--- src/rtl/regfile_mips_mp.sv ---
// ---------------------------------------------------------------------------
// regfile_mips_mp
//   Multi-read-port register file for the MIPS core with write-first bypass,
//   an optional hardwired zero register and a per-register pending
//   scoreboard. Multi-cycle units lock their destination register when they
//   issue, and the lock is released by the writeback to that register.
//
// Ports
//   clk        rising-edge clock
//   arst       asynchronous reset, active high
//   r_en       per-read-port enable
//   r_addr     packed read addresses, port i at [i*ADDR_W +: ADDR_W]
//   r_data     packed registered read data, port i at [i*DATA_W +: DATA_W]
//   r_pend     per-port registered "source register pending" flag
//   w_en       write enable
//   w_addr     write address
//   w_data     write data
//   lock_en    mark lock_addr pending
//   lock_addr  register to lock
//   pend_cnt   registered number of pending registers
//   dbg_addr   debug read address
//   dbg_data   combinational storage contents at dbg_addr (no bypass)
// ---------------------------------------------------------------------------
module regfile_mips_mp #(
  parameter int DATA_W   = 32,
  parameter int ADDR_W   = 5,
  parameter int NUM_RD   = 2,
  parameter int ZERO_REG = 1
) (
  input  logic                     clk,
  input  logic                     arst,
  input  logic [NUM_RD-1:0]        r_en,
  input  logic [NUM_RD*ADDR_W-1:0] r_addr,
  output logic [NUM_RD*DATA_W-1:0] r_data,
  output logic [NUM_RD-1:0]        r_pend,
  input  logic                     w_en,
  input  logic [ADDR_W-1:0]        w_addr,
  input  logic [DATA_W-1:0]        w_data,
  input  logic                     lock_en,
  input  logic [ADDR_W-1:0]        lock_addr,
  output logic [ADDR_W:0]          pend_cnt,
  input  logic [ADDR_W-1:0]        dbg_addr,
  output logic [DATA_W-1:0]        dbg_data
);

  localparam int DEPTH = 1 << ADDR_W;

  logic [DATA_W-1:0] r_mem [DEPTH];
  logic [DEPTH-1:0]  r_pendVec;

  logic              w_wrOk;
  logic              w_lockOk;
  logic [DEPTH-1:0]  w_pendNext;
  logic [ADDR_W:0]   w_pendCount;
  logic [ADDR_W-1:0] w_rdAddr [NUM_RD];

  // Qualified write/lock strobes. Comparing against 1'b1 makes an unknown
  // enable behave as "no update". With the zero register enabled, anything
  // aimed at address 0 is dropped here, so it can neither store, bypass nor
  // lock, and r_mem[0] stays 0 forever.
  always_comb begin
    w_wrOk   = (w_en == 1'b1);
    w_lockOk = (lock_en == 1'b1);
    if (ZERO_REG != 0) begin
      if (w_addr == '0)    w_wrOk   = 1'b0;
      if (lock_addr == '0) w_lockOk = 1'b0;
    end
  end

  // Next-state scoreboard: the writeback clears first, then a lock sets, so
  // a same-edge lock from a newer instruction wins over the clear.
  always_comb begin
    w_pendNext = r_pendVec;
    if (w_wrOk)   w_pendNext[w_addr]    = 1'b0;
    if (w_lockOk) w_pendNext[lock_addr] = 1'b1;
  end

  // Population count of the next-state scoreboard; ADDR_W+1 bits hold the
  // full range 0..DEPTH so it can never wrap.
  always_comb begin
    w_pendCount = '0;
    for (int k = 0; k < DEPTH; k++) begin
      w_pendCount = w_pendCount + (ADDR_W+1)'(w_pendNext[k]);
    end
  end

  // Unpack the per-port read addresses.
  always_comb begin
    for (int i = 0; i < NUM_RD; i++) begin
      w_rdAddr[i] = r_addr[i*ADDR_W +: ADDR_W];
    end
  end

  // Storage array.
  always_ff @(posedge clk or posedge arst) begin
    if (arst) begin
      for (int k = 0; k < DEPTH; k++) begin
        r_mem[k] <= '0;
      end
    end else if (w_wrOk) begin
      r_mem[w_addr] <= w_data;
    end
  end

  // Scoreboard state and its registered count.
  always_ff @(posedge clk or posedge arst) begin
    if (arst) begin
      r_pendVec <= '0;
      pend_cnt  <= '0;
    end else begin
      r_pendVec <= w_pendNext;
      pend_cnt  <= w_pendCount;
    end
  end

  // Registered read ports with write-first bypass. The pending flag is
  // taken from the next-state scoreboard so a same-edge writeback or lock
  // is already visible to the consumer.
  always_ff @(posedge clk or posedge arst) begin
    if (arst) begin
      r_data <= '0;
      r_pend <= '0;
    end else begin
      for (int i = 0; i < NUM_RD; i++) begin
        if (r_en[i] == 1'b1) begin
          if (w_wrOk && (w_addr == w_rdAddr[i])) begin
            r_data[i*DATA_W +: DATA_W] <= w_data;
          end else begin
            r_data[i*DATA_W +: DATA_W] <= r_mem[w_rdAddr[i]];
          end
          r_pend[i] <= w_pendNext[w_rdAddr[i]];
        end else begin
          r_data[i*DATA_W +: DATA_W] <= '0;
          r_pend[i]                  <= 1'b0;
        end
      end
    end
  end

  assign dbg_data = r_mem[dbg_addr];

endmodule

--- config.mk ---
export PLATFORM = sky130hd
export DESIGN_NAME = regfile_mips_mp
export DESIGN_NICKNAME = d
export VERILOG_FILES = /design/src/rtl/regfile_mips_mp.sv
export SDC_FILE = /design/constraint.sdc
export NUM_CORES = 2
export LEC_CHECK = 0
export CELL_PAD_IN_SITES_DETAIL_PLACEMENT = 1
export CELL_PAD_IN_SITES_GLOBAL_PLACEMENT = 1
export CORE_MARGIN = 4
export CORE_UTILIZATION = 54
export DETAILED_ROUTE_END_ITERATION = 12
export PLACE_DENSITY_LB_ADDON = 0.1
export SLEW_MARGIN = 20
export SYNTH_ARGS = -nofsm -noshare
export SYNTH_HDL_FRONTEND = slang
export SYNTH_SLANG_ARGS = --single-unit
--- constraint.sdc ---
create_clock -name clk -period 53.8 [get_ports clk]
set_input_delay 13.45 -clock clk [delete_from_list [all_inputs] [get_ports clk]]
set_output_delay 13.45 -clock clk [all_outputs]
set_load 0.05 [all_outputs]
Word-level counts from Yosys, hierarchy flattened
Cells that the tools add are included.
- multiply operators: 0
- add/subtract/negate cells: 31
- eq/ne operators: 2
- shifts and indexed selects: 0
- reductions and logical operators: 7
- multiplexer cells: 30
- order comparisons: 11
- bitwise gates (word level): 7
- divide/modulo/power cells: 0
- operators by type and width (kind ; number):
    1024-bit bitwise mux ; 1
    32-bit binary-select mux with 5-bit select ; 3
    32-bit two-way mux ; 13
    32-bit demux with 5-bit select ; 1
    6-bit by 1-bit adder with 6-bit output ; 26
    32-bit bitwise AND ; 1
    32-bit NOT ; 1
    32-bit bitwise OR ; 1
    6-bit >= comparator (second input constant) ; 4
    5-bit by 6-bit < comparator with 1-bit output (second input constant) ; 4
    5-bit NOT with 6-bit output ; 4
    1-bit binary-select mux with 5-bit select ; 2
    1-bit demux with 5-bit select ; 2
    5-bit equality test ; 2
    5-bit by 1-bit >= comparator with 1-bit output (second input constant) ; 2
    5-bit logical NOT ; 2
    1-bit two-way mux ; 8
    5-bit by 1-bit adder with 6-bit output ; 1
    6-bit by 1-bit < comparator with 1-bit output (second input constant) ; 1
    4-bit by 1-bit adder with 5-bit output ; 1
    1-bit logical AND ; 5
    3-bit by 1-bit adder with 4-bit output ; 1
    2-bit by 1-bit adder with 3-bit output ; 1
    1-bit by 1-bit adder with 2-bit output ; 1
- bits in read-only memories: 0
- flip-flop bits (word level): 1128
- latch bits: 0
- RAM bits: 0
- memories: 0
- output and inout bits: 104
- logic and storage cells: 124
- bits of input ports: 63

Longest topological paths before layout
- depth in word-level cells: 40
- mapped depth: 21
- depth with buffers taken out: 19

Worst setup path before layout
OpenSTA, ideal clock, no wires.
- path type: input to output
- start: input dbg_addr[0]
- end: output dbg_data[0]
- stages on the path: 6
- arrival time: 15.517 ns
- setup slack: 24.833 ns
- path buffers: 3
- path through: clkbuf_1 > buf_2 > buf_2 > mux4_2 > mux4_2 > mux2_2
- word-level cells in the longest chain between the ends: 4
- RTL lines (what ; RTL line ; text):
    start, declared ; 42 ; input logic [ADDR_W-1:0] dbg_addr,
    5-bit NOT with 6-bit output (not written as such) ; 140 ; assign dbg_data = r_mem[dbg_addr];
    32-bit binary-select mux with 5-bit select ; 140 ;
    32-bit two-way mux (not written as such) (2 in a row) ; 140 ;
    end, declared ; 43 ; output logic [DATA_W-1:0] dbg_data
No other way between the ends. The select of a mux whose other input is x is not followed.

Final worst setup path
- start: input dbg_addr[0]
- end: output dbg_data[2]
The elaborated chain is that of the path after synthesis.

==> results by group <==
STA
  • Max-slew violation count: 0
  • Measured slew at the worst slew-check pin: approximately 1.2 ns
  • Post-route setup TNS: 0 ns
  • Final hold violation count: 0
  • Final setup vio count: 0
  • Tmin final: approximately 31 ns
  • Final Skew: between 0.02 and 0.025 ns
  • Max-Slew Margin vs Limit: 21.61%
  • Fin crit share: 57.20%
  • RSZ-0062 raised after global routing: false
  • F_max: 32.49 MHz
  • PnR worst setup slack: approximately 23 ns

Run status
  • Status: finished, final reports clean

GRT
  • First-pass GRT wire length: between 300000 and 400000 um
  • GRT overflow: 0
  • Initial antenna violation count: 9
  • Vias in the first global route: between 40000 and 50000
  • Largest net degree at the start of global routing: approximately 170
  • All-Layer GR Usage: 35.43%

Detailed routing
  • Routed vias/inst: approximately 7.5
  • Final ANT Viol Nets: 0
  • DR iter-0 viols: slightly below 5000
  • Routed WL: between 200000 and 250000 um
  • Per-cell routed wire length: about 40 um
  • Residual DRC: 0
  • Via Count: about 43000
  • DR pass1 iterations: 5

Yosys
  • Syn. warnings: 0
  • Synth cell types: 55
  • Seq/Total Area, Yosys: 42.26%
  • Avg Cell Area, Syn: about 16 um2
  • Post-synth top flop: dfrtp_1
  • Share of flip-flops with an asynchronous set or reset: 100.0%
  • Post-Synthesis Cells: slightly above 4000
  • Syn Nets: ~4200
  • Post-Syn Area: around 67000 um2
  • Post-synth EDFFs: 0
  • FF+latch count, synth: 1128

Worst setup path
  • Critical path fanouts, max: approximately 70
  • Worst endpoint data arrival time: 17.33 ns
  • Crit start category: input pin
  • Crit end category: output pin
  • Setup CP Type: in2out
  • Req. time, crit path: ~40 ns

Clock network
  • CTS resizes: 0
  • H-tree Lvls: 4
  • CTS Hold Bufs: 0
  • Clock buffer depth: 3
  • Clock sinks: ~1100
  • CTS tree: yes
  • Clock slew seen by the registers of the worst setup and hold paths: roughly 0.06 ns
  • Clock latency at the later pin of the worst-skew pair: ~0.77 ns
  • # Post-CTS Setup Buffers: 0
  • Root Buffer: clkbuf_16
  • Clock buffer count from CTS: 132

Layout
  • Most common cell after layout, fill and taps aside: dfrtp_1
  • Layout cells sized above 1: between 50% and 60%
  • Area Overhead vs Synth: 10.60%
  • Post-layout net count: 4101
  • Layout Utilization: between 60 and 70%
  • Non-Filler Instances: 5745
  • Most frequent cells in the layout: dfrtp_1 (1128), mux2_2 (1025), mux4_2 (964)

Power
  • Comb power frac: 31.5%
  • Net Switching: about 0.00099 W
  • Reported leakage power: 31.08 nW
  • Clock share of power: a little under a third
  • Worst vdd ir: between 0.00015 and 0.0002 V
  • Power density cells: between 40 and 50 nW/um2
  • Register share of total power: a little under two fifths
  • Sw Share: 31.95%
  • Power Internal: 0.002098 W

Placement
  • Place WS: between 20 and 25 ns
  • Placed insts: approximately 5500
  • DP Wirelength: 118400 um
  • PortBufs: about 170
  • Routability cong.: roughly 0.9

Floorplanning
  • Starting Density: 54.58%
  • Die X: ~360 um
  • Core area: around 120000 um2
  • Chip height: ~360 um
  • # IOs: 167
  • Die Area: between 100000 and 150000 um2
  • Num rows: 128

Run
  • Max Cap Violations: 0

Worst hold path
  • HP Class: reg2reg
## per-stage QoR
stage	hold slack, ns	cell area, um2	total power, W
finish	0.4208	73860	0.003083
global route	0.4330	73860	0.003242
CTS	0.4207	73910	0.003102
detailed placement	0.4078	69410	0.002159
global placement	0.3946	69410	0.002094
floorplan	0.4580	66790	0.001881
## routing by layer
metal  wire [um]  vias to the layer above  GRT usage [%]
met4       11760                        8          16.13
met5          56                        -              0
li1            -                    16270              -
met3       19590                      590          8.306
met2      110400                     2415          56.35
met1       85240                    23920          47.00
## kinds of logic (layout without fill, tap and decap cells)
logic type | Yosys count | count (layout) | share of synthesized area (%)
buffers and inverters | 545 | 542 | 3.241
adder cells (fa/ha/maj) | 31 | 31 | 0.8505
other | 0 | 4 | 0
multiplexers | 2027 | 2027 | 50.36
flip-flops | 1128 | 1128 | 42.26
AND/OR/NAND/NOR | 180 | 180 | 1.321
XOR/XNOR | 13 | 13 | 0.1705
AO/OA/AOI/OAI | 195 | 195 | 1.793
## critical path, cell delays in order
cell	delay [ns]
buf_8	0.69
buf_4	0.90
mux4_2	0.64
mux4_2	0.54
mux2_2	0.32
clkdlybuf4s50_1	0.72
## final timing paths
| check | start | end | slack, ns | cells past startpoint |
|---|---|---|---|---|
| min in group asynchronous | arst | r_mem[310] | 13.30 | 2 |
| worst min register to register | r_mem[1009] | r_mem[1009] | 0.42 | 0 |
| worst min-delay path | r_mem[1009] | r_mem[1009] | 0.42 | 0 |
| max in group asynchronous | arst | r_mem[614] | 36.52 | 7 |
| worst max register to register | r_pendVec[21] | pend_cnt[4] | 48.59 | 17 |
| worst max-delay path | dbg_addr[0] | dbg_data[2] | 23.02 | 6 |
## power groups by stage
stage                     combinational, W  clock [W]  sequential [W]
final                             0.000971   0.000931         0.00118
after global routing               0.00106   0.000983         0.00120
after CTS                         0.000986   0.000944         0.00117
after detailed placement          0.000976          0         0.00118
after global placement            0.000935          0         0.00116
after floorplan                   0.000723          0         0.00116
## final cells by class
| class | instances | area [um2] |
|---|---|---|
| diodes | 4 | 10.01 |
| multi-input cells | 2446 | 36630 |
| fillers | 10620 | 48490 |
| clock buffers | 189 | 3916 |
| flip-flops and latches | 1128 | 28230 |
| well taps | 1625 | 2033 |
| repair buffers | 247 | 2257 |
| inverters | 52 | 207.7 |
| clock inverters | 54 | 584.3 |
## synthesized netlist by cell type (7+ instances only)
cell,instances,area share (%)
dfrtp_1,1128,42
mux2_2,1025,17
mux4_2,964,33
clkbuf_1,318,1.8
nand2_1,99,0.56
buf_1,90,0.51
buf_2,80,0.60
o21ai_0,69,0.52
inv_1,51,0.29
mux2i_1,38,0.57
a21oi_1,37,0.28
a31oi_1,34,0.32
fa_1,24,0.72
a22o_1,18,0.24
nor2_1,15,0.084
a22oi_1,12,0.13
nand2_2,10,0.094
nor2b_1,9,0.084
ha_1,7,0.13
xnor2_1,7,0.092
## state kept, by name (all words and copies together), names as in the netlist
name,flops
r_mem,1024
r_data,64
r_pend,2
r_pendVec,32
pend_cnt,6
Note: power is estimated with default switching activity, not from simulation.
